File: src/rtl/onets_led_sched_if.sv
// Signal bundle between the heartbeat/enable sources and the LED slot scheduler.
interface onets_led_sched_if;
   logic [3:0] hb_in;
   logic [3:0] src_en;
   logic [1:0] pl_led;
   logic [1:0] sel_idx;
   logic       sel_valid;
   logic [3:0] src_alive;
   logic       slot_strobe;

   modport master (
      output hb_in,
      output src_en,
      input  pl_led,
      input  sel_idx,
      input  sel_valid,
      input  src_alive,
      input  slot_strobe
   );

   modport slave (
      input  hb_in,
      input  src_en,
      output pl_led,
      output sel_idx,
      output sel_valid,
      output src_alive,
      output slot_strobe
   );
endinterface

File: src/rtl/onets_led_sched.sv
// Time-multiplexes four heartbeat sources onto two LEDs: one slot per enabled source,
// dark gap between slots, with per-source liveness watchdogs.
module onets_led_sched #(
   parameter int unsigned NUM_SRC      = 4,
   parameter int unsigned SLOT_CYCLES  = 125000000,
   parameter int unsigned GAP_CYCLES   = 12500000,
   parameter int unsigned ALIVE_CYCLES = 62500000
) (
   input logic              bd_fclk0_125m,
   input logic              bd_reset,
   onets_led_sched_if.slave bus
);

   localparam int unsigned SlotW = (SLOT_CYCLES > 1) ? $clog2(SLOT_CYCLES) : 1;
   localparam int unsigned GapW  = (GAP_CYCLES > 1) ? $clog2(GAP_CYCLES) : 1;
   localparam int unsigned WdW   = $clog2(ALIVE_CYCLES + 1);

   localparam logic [SlotW-1:0] SlotLast = SlotW'(SLOT_CYCLES - 1);
   localparam logic [GapW-1:0]  GapLast  = GapW'(GAP_CYCLES - 1);
   localparam logic [WdW-1:0]   WdMax    = WdW'(ALIVE_CYCLES);

   typedef enum logic [1:0] {StIdle, StShow, StGap} state_e;

   state_e           state_q;
   logic [3:0]       hb_s1_q, hb_s2_q, hb_hist_q;
   logic [3:0]       hb_edge;
   logic [WdW-1:0]   wd_q [NUM_SRC];
   logic [3:0]       src_alive_q;
   logic [1:0]       last_idx_q, sel_idx_q, nxt_idx, cand;
   logic [1:0]       pl_led_q;
   logic             sel_valid_q, slot_strobe_q;
   logic [SlotW-1:0] slot_cnt_q;
   logic [GapW-1:0]  gap_cnt_q;

   assign hb_edge = hb_s2_q ^ hb_hist_q;

   always_ff @(posedge bd_fclk0_125m) begin
      if (bd_reset) begin
         hb_s1_q     <= '0;
         hb_s2_q     <= '0;
         hb_hist_q   <= '0;
         src_alive_q <= '0;
         for (int i = 0; i < NUM_SRC; i++) begin
            wd_q[i] <= WdMax;
         end
      end else begin
         hb_s1_q   <= bus.hb_in;
         hb_s2_q   <= hb_s1_q;
         hb_hist_q <= hb_s2_q;
         for (int i = 0; i < NUM_SRC; i++) begin
            if (hb_edge[i]) begin
               wd_q[i] <= '0;
            end else if (wd_q[i] != WdMax) begin
               wd_q[i] <= wd_q[i] + WdW'(1);
            end
            src_alive_q[i] <= (wd_q[i] < WdMax);
         end
      end
   end

   // Round-robin pick: lowest upward offset wins; offset NUM_SRC lands back on last_idx.
   always_comb begin
      nxt_idx = last_idx_q;
      cand    = last_idx_q;
      for (int k = int'(NUM_SRC); k >= 1; k--) begin
         cand = last_idx_q + 2'(k);
         if (bus.src_en[cand]) begin
            nxt_idx = cand;
         end
      end
   end

   always_ff @(posedge bd_fclk0_125m) begin
      if (bd_reset) begin
         state_q       <= StIdle;
         pl_led_q      <= 2'b00;
         sel_idx_q     <= 2'd0;
         sel_valid_q   <= 1'b0;
         slot_strobe_q <= 1'b0;
         last_idx_q    <= 2'd3;
         slot_cnt_q    <= '0;
         gap_cnt_q     <= '0;
      end else begin
         slot_strobe_q <= 1'b0;
         unique case (state_q)
            StIdle: begin
               pl_led_q    <= 2'b00;
               sel_valid_q <= 1'b0;
               if (|bus.src_en) begin
                  state_q       <= StShow;
                  sel_idx_q     <= nxt_idx;
                  last_idx_q    <= nxt_idx;
                  slot_strobe_q <= 1'b1;
                  sel_valid_q   <= 1'b1;
                  slot_cnt_q    <= '0;
                  pl_led_q      <= {src_alive_q[nxt_idx], hb_s2_q[nxt_idx]};
               end
            end
            StShow: begin
               // Disabling the shown source cuts the slot short.
               if (!bus.src_en[sel_idx_q] || slot_cnt_q == SlotLast) begin
                  state_q     <= StGap;
                  gap_cnt_q   <= '0;
                  pl_led_q    <= 2'b00;
                  sel_valid_q <= 1'b0;
               end else begin
                  slot_cnt_q <= slot_cnt_q + SlotW'(1);
                  pl_led_q   <= {src_alive_q[sel_idx_q], hb_s2_q[sel_idx_q]};
               end
            end
            StGap: begin
               pl_led_q    <= 2'b00;
               sel_valid_q <= 1'b0;
               if (gap_cnt_q == GapLast) begin
                  if (|bus.src_en) begin
                     state_q       <= StShow;
                     sel_idx_q     <= nxt_idx;
                     last_idx_q    <= nxt_idx;
                     slot_strobe_q <= 1'b1;
                     sel_valid_q   <= 1'b1;
                     slot_cnt_q    <= '0;
                     pl_led_q      <= {src_alive_q[nxt_idx], hb_s2_q[nxt_idx]};
                  end else begin
                     state_q <= StIdle;
                  end
               end else begin
                  gap_cnt_q <= gap_cnt_q + GapW'(1);
               end
            end
            default: state_q <= StIdle;
         endcase
      end
   end

   assign bus.pl_led      = pl_led_q;
   assign bus.sel_idx     = sel_idx_q;
   assign bus.sel_valid   = sel_valid_q;
   assign bus.src_alive   = src_alive_q;
   assign bus.slot_strobe = slot_strobe_q;

endmodule

File: src/flat_wrapper.sv
// flat-port wrapper written by rule: the top's interface ports become plain ports
module onets_led_sched_flat 
#(
   parameter int unsigned NUM_SRC      = 4,
   parameter int unsigned SLOT_CYCLES  = 125000000,
   parameter int unsigned GAP_CYCLES   = 12500000,
   parameter int unsigned ALIVE_CYCLES = 62500000
)
  (bd_fclk0_125m, bd_reset, bus_hb_in, bus_src_en, bus_pl_led, bus_sel_idx, bus_sel_valid, bus_src_alive, bus_slot_strobe);
  onets_led_sched_if bus_i ();
  input logic bd_fclk0_125m;
  input logic bd_reset;
  input wire logic [$bits(bus_i.hb_in)-1:0] bus_hb_in;
  input wire logic [$bits(bus_i.src_en)-1:0] bus_src_en;
  output wire logic [$bits(bus_i.pl_led)-1:0] bus_pl_led;
  output wire logic [$bits(bus_i.sel_idx)-1:0] bus_sel_idx;
  output wire logic [$bits(bus_i.sel_valid)-1:0] bus_sel_valid;
  output wire logic [$bits(bus_i.src_alive)-1:0] bus_src_alive;
  output wire logic [$bits(bus_i.slot_strobe)-1:0] bus_slot_strobe;
  assign bus_i.hb_in = bus_hb_in;
  assign bus_i.src_en = bus_src_en;
  assign bus_pl_led = bus_i.pl_led;
  assign bus_sel_idx = bus_i.sel_idx;
  assign bus_sel_valid = bus_i.sel_valid;
  assign bus_src_alive = bus_i.src_alive;
  assign bus_slot_strobe = bus_i.slot_strobe;
  onets_led_sched #(.NUM_SRC(NUM_SRC), .SLOT_CYCLES(SLOT_CYCLES), .GAP_CYCLES(GAP_CYCLES), .ALIVE_CYCLES(ALIVE_CYCLES)) u_core (.bd_fclk0_125m(bd_fclk0_125m), .bd_reset(bd_reset), .bus(bus_i));
endmodule
File: config.mk
export PLATFORM = sky130hd
export DESIGN_NAME = onets_led_sched_flat
export DESIGN_NICKNAME = d
export VERILOG_FILES = /design/src/rtl/onets_led_sched_if.sv /design/src/rtl/onets_led_sched.sv /design/src/flat_wrapper.sv
export SDC_FILE = /design/constraint.sdc
export NUM_CORES = 1
export LEC_CHECK = 0
export BUFFER_PORTS_ARGS = -buffer_cell sky130_fd_sc_hd__buf_2
export CAP_MARGIN = 5
export CORE_MARGIN = 1.5
export CORE_UTILIZATION = 60
export CTS_CLUSTER_DIAMETER = 150
export DETAILED_ROUTE_END_ITERATION = 8
export PLACE_DENSITY = 0.77
export SYNTH_ARGS = -nofsm -noshare
export SYNTH_HDL_FRONTEND = slang
export SYNTH_SLANG_ARGS = --single-unit
File: constraint.sdc
create_clock -name bd_fclk0_125m -period 5.38 [get_ports bd_fclk0_125m]
set_input_delay 0.538 -clock bd_fclk0_125m [delete_from_list [all_inputs] [get_ports bd_fclk0_125m]]
set_output_delay 0.538 -clock bd_fclk0_125m [all_outputs]
set_load 0.1 [all_outputs]
# [Yosys cells after proc, flatten, opt, wreduce, memory -nomap -nowiden]
# Memories as Yosys holds them, arrays and structs flattened.
# Cells that the tools add are included.
[op_classes] n_lt_le_gt_ge=9 n_eq_ne=13 n_addsub=9 mul=0 shift=0 div=0 reduce_logical=12 muxes=84 n_bitwise=9
[ops] op="2-to-1 mux 26 bit" n=8
[ops] op="adder 26 x 1 -> 26 bit (second input constant)" n=4
[ops] op="< comparator 26 bit (second input constant)" n=4
[ops] op="!= test 26 bit (second input constant)" n=4
[ops] op="2-to-1 mux 27 bit" n=3
[ops] op="one-hot mux 27 bit (3 select lines)" n=1
[ops] op="2-to-1 mux 24 bit" n=2
[ops] op="one-hot mux 24 bit (2 select lines)" n=1
[ops] op="2-to-1 mux 1 bit" n=42
[ops] op="adder 27 x 1 -> 27 bit (second input constant)" n=1
[ops] op="== test 27 bit (second input constant)" n=1
[ops] op="2-to-1 mux 2 bit" n=13
[ops] op="adder 24 x 1 -> 24 bit (second input constant)" n=1
[ops] op="== test 24 bit (second input constant)" n=1
[ops] op="binary-select mux 1 bit (select 2 bit)" n=8
[ops] op="< comparator 2 x 3 -> 1 bit (second input constant)" n=5
[ops] op="one-hot mux 2 bit (3 select lines)" n=2
[ops] op="AND reduction 3 bit" n=3
[ops] op="bitwise OR 1 bit" n=8
[ops] op="one-hot mux 2 bit (2 select lines)" n=2
[ops] op="!= test 2 x 1 -> 1 bit (second input constant)" n=3
[ops] op="adder 2 bit (second input constant)" n=2
[ops] op="!= test 2 bit (second input constant)" n=2
[ops] op="AND reduction 2 bit" n=2
[ops] op="12 further kinds" n=13
[word_totals] ram_bits=104 out_inout_bits=10 latch_bits=0 input_bits=10 elab_cells=149 n_memories=1 rom_bits=0 regBits=77
[mem_list] name="u_core.wd_q" words=4 word_bits=26 read_ports=4 rd_clocked_by_memory_dff=0 write_ports=4 line_no="onets_led_sched.sv:27" rtl="logic [WdW-1:0] wd_q [NUM_SRC];"

# [Longest topological paths before layout]
# Gate-level depths: netlist of run 1.
[depth] ltp_word=11 mapped_depth=10 mapped_depth_nobuf=8

# [Least setup slack after synthesis of run 1]
# Ideal clock, no wire load.
[synth_timing] kind="reg-to-reg" start="reg u_core.sel_idx_q[1], in the netlist u_core.bus.sel_idx[1]" end="reg u_core.gap_cnt_q[23]" stages_incl_launch_ff=6 path_slack_ps=2498 period_less_slack_ps=2882 setup_ps=71 arrival_ps=2812 required_time_ps=5309 path_buffers=0 path_cell_list="dfxtp_1 mux4_2 o311a_4 or4b_4 or3_1 a21oi_1"
[synth_between] elab_chain_cells=6
[synth_lines] element="start: declaration" line_no="onets_led_sched.sv:29" rtl="logic [1:0] last_idx_q, sel_idx_q, nxt_idx, cand;"
[synth_lines] element="start signal: assignment" line_no="onets_led_sched.sv:91" rtl="sel_idx_q <= nxt_idx;"
[synth_lines] element="start signal: assignment" line_no="onets_led_sched.sv:117" rtl="sel_idx_q <= nxt_idx;"
[synth_lines] element="binary-select mux 1 bit (select 2 bit)" line_no="onets_led_sched.sv:101" rtl="if (!bus.src_en[sel_idx_q] || slot_cnt_q == SlotLast) begin"
[synth_lines] element="2-to-1 mux 1 bit (implied by the code)" line_no="onets_led_sched.sv:101"
[synth_lines] element="zero test 1 bit" line_no="onets_led_sched.sv:101"
[synth_lines] element="logical OR 1 bit" line_no="onets_led_sched.sv:101"
[synth_lines] element="!= test 2 x 1 -> 1 bit (no line)"
[synth_lines] element="AND reduction 3 bit (no line)"
[synth_lines] element="end signal: assignment" line_no="onets_led_sched.sv:127" rtl="gap_cnt_q <= gap_cnt_q + GapW'(1);"
[synth_lines] element="end: declaration" line_no="onets_led_sched.sv:33" rtl="logic [GapW-1:0] gap_cnt_q;"
# Every way passes these cells. The select of a mux whose other input is x is not followed.
# A chain may end at the register's enable or synchronous reset.

# [Final worst setup path of run 1]
[layout_timing] start="reg u_core.slot_cnt_q[0]" end="reg u_core.slot_cnt_q[22]"
[layout_between] elab_chain_cells=4 word_cells_on_any_way=7 cone_classes="add/sub (1); eq/ne (2); mux (2); reduce/logical (2)"
[layout_lines] element="start: declaration" line_no="onets_led_sched.sv:32" rtl="logic [SlotW-1:0] slot_cnt_q;"
[layout_lines] element="start signal: assignment" line_no="onets_led_sched.sv:107" rtl="slot_cnt_q <= slot_cnt_q + SlotW'(1);"
[layout_lines] element="branches (longest 4 deep; another with adder 27 x 1 -> 27 bit)"
# Parallel ways; which one is timed is not known. The select of a mux whose other input is x is not followed.

==> impl_summary.txt, run 1 <==
----------------------------------------------------
[Hold path]
  Start point of the worst min-delay path ... bus_hb_in[3]
  Cell depth of the worst hold path ... 2
  Hold Path End ... u_core.hb_s1_q[3]
  Class of the most critical hold timing path ... in -> reg

[Global route]
  Total congestion overflow after global routing ... 0
  GRT Overall Usage ... 0.243
  Global-route wire length before repair ... 32.9 mm
  Largest net degree at the start of global routing ... 44
  Antenna violations before repair ... 0
  Vias in the first global route ... 6929

[Drt]
  Antenna viol nets, final ... 0
  Number of search-and-repair iterations in the first detailed-routing pass ... 5
  Number of violations reported at the end of detailed-routing iteration 0 ... 558
  Vias per cell ... 5.96
  DRC violations left ... 0
  Routed length per placed instance ... 15.7 µm
  Total wirelength of the detailed-routed design ... 19.9 mm
  Number of vias in the routed layout ... 7527

[STA]
  Clock period minus worst slack ... 3.10 ns
  Total count of hold-check failures in the final report ... 0
  Slew of the pin with the lowest slew margin ... 1.25 ns
  Total Negative Setup Slacks ... 0 ns
  Max Transition Viols Final ... 0
  Relative slew margins ... 0.166
  Setup clock skew after layout ... 0.00982 ns
  Final setup violation count ... 0
  RSZ-0062 raised after global routing ... no
  Smallest setup slack after layout ... 2.28 ns
  Final-layout worst hold slack ... 0.314 ns
  Top achievable clock speed ... 322 MHz
  Period Utilization, post-route ... 0.577

[Critical path]
  Critical path data required time ... 5.73 ns
  Kind of capture point of the worst setup path ... flip-flop
  Setup slack, reg-to-reg ... 2.28 ns
  Worst flop-to-flop path endpoint ... u_core.slot_cnt_q[22]
  Depth of the most critical reg-to-reg path ... 7
  Origin of the critical flop-to-flop path ... u_core.slot_cnt_q[0]
  Startpoint kind of the worst setup timing path ... flip-flop
  Arrival time at the worst endpoint ... 3.46 ns
  Setup Crit Path Kind ... reg -> reg
  Critical Path Fanout Max ... 37

[Synthesis]
  Number of unique standard cell types used by synthesis ... 56
  Synthesized flop and latch total ... 181
  Number of enable-type register cells in the synthesized netlist ... 104
  Synthesized netlist cell count ... 1032
  Cell Area, Synth ... 0.00975 mm²
  Average size of a mapped cell ... 9.45 µm²
  Total of warnings raised by yosys ... 0
  Fraction of the yosys area taken by sequential cells ... 0.478
  Predominant post-synthesis flop cell ... edfxtp_1
  Fraction of registers with async set or reset after synthesis ... 0
  Total nets after synthesis ... 1056

[Finish]
  Net count, final ... 1058
  Layout cells sized above 1 ... 0.0602
  Fill cell total of the finished layout ... 1257
  Growth of design area from synthesis to finish ... 8.51%
  Ant diodes ... 0

[Clock network]
  # clock sinks ... 181
  Total setup buffers inserted after CTS ... 0
  CTS tree ... yes
  H-tree levels ... 4
  Longest Clk Path Bufs ... 2
  Worst skew pair latency ... 0.43 ns
  Number of clock buffers inserted by TritonCTS ... 17
  Count of hold-fix buffers inserted at cts ... 0
  Cts repair resizes ... 0
  Clock edge transition at the registers on the reported setup and hold paths ... 0.06 ns
  Root buffer cell ... clkbuf_16

[Outcome]
  Status ... finished, final reports clean

[Pwr]
  IR Drop Worst-Case VDD ... 0.277 mV
  Static Leak ... 3.63 nW
  Power density normalized to cell area ... 350 mW/mm²

[Die]
  Floorplan die width ... 130 µm
  Top-Level Pins ... 20
  Initial core utilization ... 0.614
  Count of standard-cell rows ... 46
  Floorplan core area ... 0.0159 mm²
  Overall die height ... 130 µm
  Die footprint ... 0.0170 mm²

[Flow run]
  Max-cap violations ... 0

[Placement]
  Pre-CTS setup slack ... 2.05 ns
  Routability congestion estimate from global placement ... 0.820
  HPWL after DPL ... 13.0 mm
  Number of buffers inserted by port buffering ... 19

----------------------------------------------------
-- synthesized netlist by cell type (13+ instances only) --
library cell | instances | area, µm²
ha_1 | 14 | 175
nor2_1 | 125 | 469
nand4_1 | 39 | 244
nor3_1 | 24 | 120
and3_1 | 23 | 144
xor2_1 | 64 | 561
xnor2_1 | 56 | 490
edfxtp_1 | 104 | 3120
o21ai_0 | 70 | 350
nand3_1 | 61 | 305
and4_1 | 13 | 114
or3_1 | 17 | 106
a21oi_1 | 44 | 220
or4_1 | 16 | 120
nand2_1 | 84 | 315
dfxtp_1 | 77 | 1540
inv_1 | 28 | 105
nor4_1 | 16 | 100
nor2b_1 | 15 | 93.8
clkbuf_1 | 33 | 124
-- per-layer routing --
metal	vias to the layer above	GRT usage	part of all wire
met4	0	0.0789	0.014
met2	156	0.402	0.48
li1	3742	-	-
met3	27	0.0415	0.034
met1	3602	0.327	0.47
met5	-	0	0
-- logic make-up (layout without fill, tap and decap cells) --
group                    Yosys count  count (layout)  synth area share
buffers and inverters             66              81            0.0261
AND/OR/NAND/NOR                  479             479             0.255
multiplexers                      13              13            0.0172
adder cells (fa/ha/maj)           14              14            0.0180
flip-flops                       181             181             0.478
XOR/XNOR                         120             120             0.108
AO/OA/AOI/OAI                    159             159            0.0974
-- how the worst max path moves through the flow --
stage | startpoint | end | slack (ns) | cells past startpoint
CTS | u_core.slot_cnt_q[0] | u_core.slot_cnt_q[22] | 2.28 | 7
global placement | bus_src_en[1] | u_core.slot_cnt_q[26] | 2.18 | 6
finish | u_core.slot_cnt_q[0] | u_core.slot_cnt_q[22] | 2.28 | 7
floorplan | u_core.bus.sel_idx[1] | u_core.gap_cnt_q[23] | 2.50 | 5
global route | u_core.slot_cnt_q[0] | u_core.slot_cnt_q[22] | 2.00 | 7
detailed placement | bus_src_en[1] | u_core.slot_cnt_q[22] | 2.05 | 6
-- state kept, by name, summed over array words and instances (netlist names) --
register and cells:
u_core.hb_hist_q 4, u_core.slot_cnt_q 27, u_core.hb_s1_q 4, u_core.last_idx_q 2, u_core.bus.slot_strobe 1, u_core.bus.sel_valid 1, u_core.bus.pl_led 2, u_core.hb_s2_q 4
u_core.wd_q 104, u_core.state_q 2, u_core.bus.src_alive 4, u_core.bus.sel_idx 2, u_core.gap_cnt_q 24
-- cell usage in the layout (no fill, tap or decap), drive strengths merged, types with 3 or more instances in the layout --
master      n
a211oi      3
o211ai      8
nand3      61
nor2b      15
nand2b      8
clkinvlp    3
inv        31
or3        17
and4       13
clkbuf     20
and3       23
bufinv      3
a21o        3
mux2i      10
mux4        3
nor3b       4
or4        17
and2       11
clkinv      3
o21ai      75
xnor2      56
a21oi      44
nand4      39
o21a        3
nor3       24
dfxtp      77
edfxtp    104
nor4b      10
nand2      84
nor2      125
buf        21
xor2       64
nor4       16
o31ai      10
ha         14
or2         5
-- worst max-delay path, cell delays in order, from the launching register on --
cell	delay [ns]
dfxtp_1	0.37
ha_1	0.25
nand3_1	0.13
or2_1	0.34
o311a_4	0.50
o211ai_2	1.01
o21ai_0	0.25
a21oi_1	0.17
-- metrics by stage --
stage                     std cells  utilization  area (µm²)  total power, mW
after floorplan                1032            -        9750             2.29
after global placement         1231        0.628        9980             2.44
after detailed placement       1231        0.628        9980             2.45
after CTS                      1263        0.666       10600             3.72
after global routing           1263        0.666       10600             3.86
final                          1263        0.666       10600             3.71
-- power breakdown --
part / switching, mW / internal (mW)
clock: 0.530 / 0.744
combinational: 0.547 / 0.235
sequential: 0.101 / 1.55
total: 1.18 / 2.53
-- layout make-up --
type | instances | area (µm²) | area share
multi-input combinational | 785 | 4830 | 0.457
sequential | 181 | 4660 | 0.441
clock buffer | 20 | 447 | 0.0422
tap | 216 | 270 | 0.0255
clock inverter | 12 | 151 | 0.0143
timing repair buffer | 21 | 110 | 0.0104
inverter | 28 | 105 | 0.00993
Note: power is estimated with default switching activity, not from simulation.
==> inputs of run 2 (changes only) <==
==> constraint.sdc (replaced) <==
create_clock -name bd_fclk0_125m -period 3.1 [get_ports bd_fclk0_125m]
set_input_delay 0.31 -clock bd_fclk0_125m [delete_from_list [all_inputs] [get_ports bd_fclk0_125m]]
set_output_delay 0.31 -clock bd_fclk0_125m [all_outputs]
set_load 0.1 [all_outputs]
==> impl_summary.txt, run 2 (synthesized netlist as in run 1, its figures left out) <==
----------------------------------------------------
[Flow run]
  Max-cap violations ... 0 (unchanged)

[Critical path]
  Setup Crit Path Kind ... reg -> reg
  Buffering stage count on the worst path with inverters included ... 1 (+1)
  Cell with the largest stage delay on the worst path ... or4_4
  Critical path, cell by cell ... ha_1 -> nand4_1 -> or4_4 -> o21ai_4 -> o211ai_2 -> buf_4 -> or4_1 -> a21oi_1
  Origin of the critical flop-to-flop path ... u_core.gap_cnt_q[0]
  Depth of the most critical reg-to-reg path ... 8 (+1)
  Critical Path Fanout Max ... 37 (unchanged)
  Startpoint kind of the worst setup timing path ... flip-flop
  Worst path max stage delay ... 0.57 ns (-0.44 ns)
  Arrival time at the worst endpoint ... 3.01 ns (-0.45 ns)
  Worst flop-to-flop path endpoint ... u_core.slot_cnt_q[9]
  Setup slack, reg-to-reg ... 0.46 ns (-1.82 ns)
  Critical path data required time ... 3.47 ns (-2.26 ns)
  Kind of capture point of the worst setup path ... flip-flop
  Largest delay share family, worst path ... simple AND/OR/NAND/NOR gates

[Hold path]
  Cell depth of the worst hold path ... 2 (unchanged)
  Start point of the worst min-delay path ... bus_hb_in[3]
  Hold Path End ... u_core.hb_s1_q[3]
  Class of the most critical hold timing path ... in -> reg

[Global route]
  Grt met2 use ... 0.408 (+0.00588)
  Global-route wire length before repair ... 33.8 mm (+2.8%)
  Vias in the first global route ... 7170 (+3.5%)
  Antenna violations before repair ... 0 (unchanged)
  Global Route met1 Usage ... 0.334 (+0.00668)
  Global-route track usage on met3 ... 0.0489 (+0.00733)
  Total congestion overflow after global routing ... 0 (unchanged)
  Largest net degree at the start of global routing ... 38 (-14%)
  GRT Overall Usage ... 0.251 (+0.00776)
  GRT Max-Usage Layer ... met2

[Die]
  Overall die height ... 130 µm (unchanged)
  Initial core utilization ... 0.614 (unchanged)
  Count of standard-cell rows ... 46 (unchanged)
  Floorplan core area ... 0.0159 mm² (unchanged)
  Die footprint ... 0.0170 mm² (unchanged)
  Top-Level Pins ... 20 (unchanged)
  Floorplan die width ... 130 µm (unchanged)

[Drt]
  Total wirelength of the detailed-routed design ... 19.9 mm (about the same)
  Antenna viol nets, final ... 0 (unchanged)
  DRC violations left ... 0 (unchanged)
  Number of search-and-repair iterations in the first detailed-routing pass ... 5 (unchanged)
  Number of violations reported at the end of detailed-routing iteration 0 ... 567 (+1.6%)
  Number of vias in the routed layout ... 7594 (+0.89%)
  Routed length per placed instance ... 15.5 µm (-1.3%)
  Vias per cell ... 5.93 (-0.45%)

[Clock network]
  Cts repair resizes ... 0 (unchanged)
  Count of hold-fix buffers inserted at cts ... 0 (unchanged)
  Total setup buffers inserted after CTS ... 0 (unchanged)
  Clock edge transition at the registers on the reported setup and hold paths ... 0.06 ns (about the same)
  Worst skew pair latency ... 0.43 ns (about the same)
  # clock sinks ... 181 (unchanged)
  Longest Clk Path Bufs ... 2 (unchanged)
  Root buffer cell ... clkbuf_16
  H-tree levels ... 4 (unchanged)
  Number of clock buffers inserted by TritonCTS ... 17 (unchanged)
  CTS tree ... yes

[STA]
  Relative slew margins ... 0.392 (+0.226)
  RSZ-0062 raised after global routing ... no
  Total Negative Setup Slacks ... 0 ns (unchanged)
  Setup clock skew after layout ... 0.00983 ns (+0.00000836 ns)
  Max Transition Viols Final ... 0 (unchanged)
  Top achievable clock speed ... 378 MHz (+17%)
  Final setup violation count ... 0 (unchanged)
  Slew of the pin with the lowest slew margin ... 0.911 ns (-0.335 ns)
  Clock period minus worst slack ... 2.64 ns (-0.458 ns)
  Total count of hold-check failures in the final report ... 0 (unchanged)
  Period Utilization, post-route ... 0.853 (+0.276)

[Finish]
  Most common library cell in the layout ignoring fill and taps ... nor2_1
  Most frequent cells in the layout ... nor2_1 (125), edfxtp_1 (104), nand2_1 (84)
  Net count, final ... 1075 (+1.6%)
  Layout cells sized above 1 ... 0.0771 (+0.0169)
  Fill cell total of the finished layout ... 1276 (+1.5%)
  Growth of design area from synthesis to finish ... 9.72%
  Reg with most FFs ... u_core.wd_q
  Largest register FFs ... 104 (unchanged)
  Filler-free cell count of the finished design ... 1280 (+1.3%)
  Largest registers ... u_core.wd_q x104, u_core.slot_cnt_q x27, u_core.gap_cnt_q x24
  Ant diodes ... 0 (unchanged)

[Placement]
  Number of buffers inserted by port buffering ... 19 (unchanged)
  Inst Count DP ... 1248 (+1.4%)
  HPWL after DPL ... 13.3 mm (+1.8%)
  Routability congestion estimate from global placement ... 0.863 (+5.2%)

[Outcome]
  Status ... finished, final reports clean

[Pwr]
  IR Drop Worst-Case VDD ... 0.481 mV (+73%)
  Power density normalized to cell area ... 603 mW/mm² (+72%)
  Static Leak ... 3.72 nW (+2.5%)
  Final total power ... 6.45 mW (+74%)

----------------------------------------------------
run 2: cell count changes in the layout (fill, tap and decap cells not counted), sizes merged:
cell,before,now
clkinv,3,8
clkinvlp,3,0
clkbuf,20,18
buf,21,38
run 2: worst max path at each step:
| stage | startpoint | to | slack, ns | depth (start not counted) |
|---|---|---|---|---|
| finish | u_core.gap_cnt_q[0] | u_core.slot_cnt_q[9] | 0.46 | 8 |
| global route | u_core.gap_cnt_q[0] | u_core.slot_cnt_q[9] | 0.28 | 8 |
| CTS | u_core.gap_cnt_q[0] | u_core.slot_cnt_q[5] | 0.46 | 8 |
| detailed placement | u_core.gap_cnt_q[0] | u_core.slot_cnt_q[25] | 0.48 | 8 |
| global placement | u_core.gap_cnt_q[0] | u_core.slot_cnt_q[24] | 0.56 | 8 |
| floorplan | u_core.bus.sel_idx[1] | u_core.gap_cnt_q[23] | 0.22 | 5 |
run 2: area by class of cell:
| class | count | area [µm²] | share of cell area |
|---|---|---|---|
| Multi-Input combinational cell | 785 | 4830 | 0.452 |
| Inverter | 28 | 105 | 0.00983 |
| Timing Repair Buffer | 38 | 238 | 0.0222 |
| Clock inverter | 14 | 159 | 0.0149 |
| Tap cell | 216 | 270 | 0.0253 |
| Clock buffer | 18 | 429 | 0.0401 |
| Sequential cell | 181 | 4660 | 0.436 |
run 2: through the flow:
stage | hold slack (ns) | worst slack, ns | area [µm²] | util
5_1_grt | 0.111 | 0.283 | 10700 | 0.673
6_report | 0.0789 | 0.456 | 10700 | 0.673
3_5_place_dp | 0.422 | 0.482 | 10100 | 0.636
4_1_cts | 0.0686 | 0.456 | 10700 | 0.673
3_3_place_gp | 0.417 | 0.562 | 10100 | 0.636
2_1_floorplan | 0.414 | 0.218 | 9750 | -
run 2: power by group:
part | total, mW | leakage, nW | internal (mW) | switching (mW)
registers | 2.86 | 1.78 | 2.69 | 0.175
logic | 1.40 | 1.65 | 0.443 | 0.959
clock network | 2.18 | 0.296 | 1.26 | 0.918
run 2: layer usage:
layer  up-vias  wire (µm)
met2       152       9450
met4         0        407
met1      3616       9290
met3        37        719
met5         -          0
li1       3789          -
